<file path="src/rtl/countdown_pkg.sv">
// Shared types and constants for the MM:SS BCD countdown timer.
package countdown_pkg;

  typedef enum logic [1:0] {
    IDLE  = 2'd0,
    RUN   = 2'd1,
    PAUSE = 2'd2,
    DONE  = 2'd3
  } state_e;

  localparam int unsigned BCD_W = 4;

  localparam logic [BCD_W-1:0] DIGIT_MAX    = 4'd9;
  localparam logic [BCD_W-1:0] SEC_TENS_MAX = 4'd5;

  typedef struct packed {
    logic [BCD_W-1:0] m1;
    logic [BCD_W-1:0] m0;
    logic [BCD_W-1:0] s1;
    logic [BCD_W-1:0] s0;
  } bcd_time_t;

  // True when every digit of t lies inside its modulus.
  function automatic logic bcd_load_ok(input bcd_time_t t, input logic [BCD_W-1:0] m1_max);
    return (t.s0 <= DIGIT_MAX) && (t.s1 <= SEC_TENS_MAX) &&
           (t.m0 <= DIGIT_MAX) && (t.m1 <= m1_max);
  endfunction

endpackage

</file>
<file path="src/rtl/bcd_down_digit.sv">
// One BCD down-counting digit; reloads MAX when it borrows.
module bcd_down_digit
  import countdown_pkg::*;
#(
  parameter logic [BCD_W-1:0] MAX = DIGIT_MAX
) (
  input  logic             clk,
  input  logic             rst,
  input  logic             en_i,
  input  logic             load_i,
  input  logic [BCD_W-1:0] load_val_i,
  output logic [BCD_W-1:0] value_o,
  output logic             borrow_o
);

  assign borrow_o = en_i & (value_o == '0);

  // Load wins over decrement; a decrement from zero wraps to MAX.
  always_ff @(posedge clk) begin
    if (rst) begin
      value_o <= '0;
    end else if (load_i) begin
      value_o <= load_val_i;
    end else if (en_i) begin
      value_o <= (value_o == '0) ? MAX : value_o - BCD_W'(1);
    end
  end

endmodule

</file>
<file path="src/rtl/countdown_timer.sv">
// Loadable MM:SS BCD countdown timer with run/pause control and done pulse.
//
// state | meaning
// IDLE  | loaded or reset, waiting for start
// RUN   | decrementing one second per tick
// PAUSE | count held, start resumes
// DONE  | reached 00:00, waiting for a new load
module countdown_timer
  import countdown_pkg::*;
#(
  parameter int unsigned MIN_TENS_MAX = 9
) (
  input  logic        clk,
  input  logic        rst,
  input  logic        tick_i,
  input  logic        load_i,
  input  logic [15:0] load_val_i,
  input  logic        start_i,
  input  logic        pause_i,
  output logic [15:0] time_o,
  output logic        running_o,
  output logic        done_o,
  output logic        load_err_o
);

  localparam logic [BCD_W-1:0] M1_MAX = BCD_W'(MIN_TENS_MAX);

  state_e    state;
  bcd_time_t cur;
  bcd_time_t ld;
  logic      time_zero;
  logic      at_one;
  logic      in_run;
  logic      load_ok;
  logic      load_acc;
  logic      dec_en;
  logic      b_s0, b_s1, b_m0;
  logic      borrow_m1_unused;

  assign ld        = load_val_i;
  assign time_o    = cur;
  assign time_zero = (cur == '0);
  assign at_one    = (cur == 16'h0001);
  assign in_run    = (state == RUN);
  assign load_ok   = bcd_load_ok(ld, M1_MAX);
  // Loads are not honoured while running, so a tick in RUN always counts.
  assign load_acc  = load_i & ~in_run & load_ok;
  // The zero guard keeps 00:00 from wrapping to the top of the range.
  assign dec_en    = in_run & tick_i & ~time_zero;

  bcd_down_digit #(.MAX(DIGIT_MAX)) u_s0 (
    .clk(clk), .rst(rst), .en_i(dec_en), .load_i(load_acc),
    .load_val_i(ld.s0), .value_o(cur.s0), .borrow_o(b_s0)
  );

  bcd_down_digit #(.MAX(SEC_TENS_MAX)) u_s1 (
    .clk(clk), .rst(rst), .en_i(b_s0), .load_i(load_acc),
    .load_val_i(ld.s1), .value_o(cur.s1), .borrow_o(b_s1)
  );

  bcd_down_digit #(.MAX(DIGIT_MAX)) u_m0 (
    .clk(clk), .rst(rst), .en_i(b_s1), .load_i(load_acc),
    .load_val_i(ld.m0), .value_o(cur.m0), .borrow_o(b_m0)
  );

  bcd_down_digit #(.MAX(M1_MAX)) u_m1 (
    .clk(clk), .rst(rst), .en_i(b_m0), .load_i(load_acc),
    .load_val_i(ld.m1), .value_o(cur.m1), .borrow_o(borrow_m1_unused)
  );

  // Control FSM with registered running/done/load-error outputs.
  always_ff @(posedge clk) begin
    if (rst) begin
      state      <= IDLE;
      running_o  <= 1'b0;
      done_o     <= 1'b0;
      load_err_o <= 1'b0;
    end else begin
      done_o     <= 1'b0;
      load_err_o <= 1'b0;
      case (state)
        RUN: begin
          // Reaching zero outranks a simultaneous pause.
          if (dec_en && at_one) begin
            state     <= DONE;
            running_o <= 1'b0;
            done_o    <= 1'b1;
          end else if (pause_i) begin
            state     <= PAUSE;
            running_o <= 1'b0;
          end
        end
        default: begin
          if (load_i) begin
            if (load_ok) begin
              state     <= IDLE;
              running_o <= 1'b0;
            end else begin
              load_err_o <= 1'b1;
            end
          end else if (pause_i) begin
            state <= state;
          end else if (start_i && (state != DONE) && !time_zero) begin
            state     <= RUN;
            running_o <= 1'b1;
          end
        end
      endcase
    end
  end

endmodule

</file>
<file path="config.mk">
export PLATFORM = sky130hd
export DESIGN_NAME = countdown_timer
export DESIGN_NICKNAME = d
export VERILOG_FILES = /design/src/rtl/countdown_pkg.sv /design/src/rtl/bcd_down_digit.sv /design/src/rtl/countdown_timer.sv
export SDC_FILE = /design/constraint.sdc
export NUM_CORES = 1
export LEC_CHECK = 0
export CELL_PAD_IN_SITES_DETAIL_PLACEMENT = 0
export CELL_PAD_IN_SITES_GLOBAL_PLACEMENT = 1
export CORE_MARGIN = 3
export CORE_UTILIZATION = 48
export CTS_BUF_LIST = sky130_fd_sc_hd__clkbuf_8 sky130_fd_sc_hd__clkbuf_16
export CTS_CLUSTER_SIZE = 12
export DETAILED_ROUTE_END_ITERATION = 16
export DONT_BUFFER_PORTS = 1
export GPL_TIMING_DRIVEN = 1
export PLACE_DENSITY_LB_ADDON = 0.1
export RECOVER_POWER = 50
export SLEW_MARGIN = 15
export SYNTH_ARGS = -nofsm -noshare
export SYNTH_HDL_FRONTEND = slang
export SYNTH_HIERARCHICAL = 1
export SYNTH_SLANG_ARGS = --single-unit
</file>
<file path="constraint.sdc">
create_clock -name clk -period 7.6 [get_ports clk]
set_clock_uncertainty 0.05 [all_clocks]
set_input_delay 1.52 -clock clk [delete_from_list [all_inputs] [get_ports clk]]
set_output_delay 1.52 -clock clk [all_outputs]
set_load 0.02 [all_outputs]
</file>
==> results.toml <==
[outcome]
status = "finished clean"

[placed_design]
finalWeightedCongestion = 0.8271
dpl.hpwl_um = 1998
port_buffers = 0

[clocking]
clk_latency_ns = 0.26
cts_resized = 0
numCtsBuffers = 3
cts_root_buf = "clkbuf_8"
cts.sink_count = 21
tritoncts = "done"
cts_setup_buffers = 0
path_clk_slew_ns = 0.08
postCtsHoldBufs = 0
htree_levels = 1
clockBufferDepth = 2

[setup_path]
critPathCaptureType = "flop"
worst-setup-path-type = "in -> reg"
cp-start-kind = "input pin"
crit_start = "tick_i"
r2r-start = "u_s0/value_o[1]"
cp.arrival_ns = 4.43
r2r_slack_ns = 3.54
cp_max_fo = 6
cp.required_ns = 7.73

[global_route]
grt_max_degree = 24
grt_pass1_wl_um = 4395
use_met2_pct = 28.04
use_met3_pct = 6.729
grt_pass1_vias = 979
antenna_found_initial = 0
grtUsageMet1_pct = 22.36
busiest_layer = "met2"
grt-ovfl-total = 0
grt_use_total_pct = 17.41

[detailed_routing]
vias = 1018
wirelength_um = 2601
routedWlPerCell_um = 15.48
first_pass_iters = 4
drtAntennaViolNets = 0
drtIter0Drc = 41
drc = 0
viasPerCell = 6.060

[hold_path]
min_from = "state[0]"
hp-class = "reg -> reg"

[timing]
holdWs_ns = 0.4988
finalSetupViolations = 0
setup_tns_ns = 0
fin_crit_ns = 4.297
slew_violations = 0
rsz0062_at_grt = "no"
fmax_mhz = 232.7
slew_headroom_pct = 58.80
hold_viol_final = 0
fin_crit_sh_pct = 56.54
worstMarginPinSlew_ns = 0.6157

[floorplanning]
start_util_pct = 52.12
die-area_um2 = 3130
num_rows = 17
io_pins = 41
core_area_um2 = 2297
chipHeight_um = 55.95
die_width_um = 55.95

[finish]
drive_gt1_share_pct = 15.00
antenna_cells = 0
syn_to_final_growth_pct = 6.897
fin_nets = 163

[yosys]
avgSynthCellArea_um2 = 8.870
synth_cells = 135
synth.yosys.warnings = 6
syn-num-nets = 157
syn-cell-area_um2 = 1197

[power_and_ir_drop]
fin_total_pwr_mw = 0.2862
power.leakage_nw = 0.4322
ir_worst_vdd_v = 0.0001431
pwr_density_cell_nw_per_um2 = 223.6

[run]
cap_violations = 0
sequential cells by signal (all words and copies together) (netlist names):
signal	cells
state	2
done_o	1
u_m1/value_o	4
u_s0/value_o	4
running_o	1
load_err_o	1
u_m0/value_o	4
u_s1/value_o	4
layout make-up:
| class | instances | area (µm²) |
|---|---|---|
| Fill cell | 225 | 1017 |
| Multi-Input combinational cell | 103 | 730.7 |
| Sequential cell | 21 | 420.4 |
| Clock buffer | 3 | 41.29 |
| Inverter | 11 | 41.29 |
| Tap cell | 28 | 35.03 |
| Timing Repair Buffer | 1 | 7.507 |
| Clock inverter | 1 | 3.754 |
placed cells by master, fill, tap and decap left out, types with 2 or more instances in the layout:
master	count
a211oi_2	3
a21oi_1	10
a221oi_2	5
a311oi_1	3
clkbuf_8	3
dfxtp_1	21
inv_1	11
nand2_1	15
nand2b_1	6
nand3_1	2
nor2_1	16
nor2b_1	2
nor3_1	2
nor4_1	3
nor4b_4	3
o21ai_0	5
o21ai_1	2
or3_1	4
xnor2_1	3
xor2_1	4
worst max-delay path, cell delays in order:
cell      delay [ns]
inv_2           0.02
a211oi_1        0.38
nor4b_4         0.34
nor2b_1         0.32
nand2b_4        0.10
nor4_1          0.41
nor4b_4         0.35
nor2b_1         0.28
nand2b_1        0.12
or3_1           0.37
a221oi_2        0.20
metrics by stage:
stage / setup WS [ns] / cells / area (µm²) / utilization, %
floorplan: 3.342 / 135 / 1197 / -
global placement: 3.163 / 164 / 1240 / 53.98
detailed placement: 3.031 / 164 / 1240 / 53.98
CTS: 3.273 / 168 / 1285 / 55.94
global route: 3.000 / 168 / 1280 / 55.72
finish: 3.303 / 168 / 1280 / 55.72
power breakdown:
group | internal, mW | switching [mW] | total [mW]
combinational | 0.0333 | 0.0335 | 0.0668
clock | 0.0360 | 0.0358 | 0.0718
sequential | 0.120 | 0.0272 | 0.148
total | 0.190 | 0.0965 | 0.286
path summary, 6_finish.rpt:
kind | to | cells past startpoint
max | u_m1/value_o[1] | 11
min reg2reg | state[0] | 2
max reg2reg | u_m1/value_o[1] | 12
min | state[0] | 2
per-layer routing:
| metal | up-vias | wire, µm |
|---|---|---|
| li1 | 504 | - |
| met1 | 476 | 1126 |
| met2 | 36 | 1261 |
| met3 | 2 | 202 |
| met4 | 0 | 12 |
| met5 | - | 0 |
No activity file was read; power rests on OpenSTA's default activity.
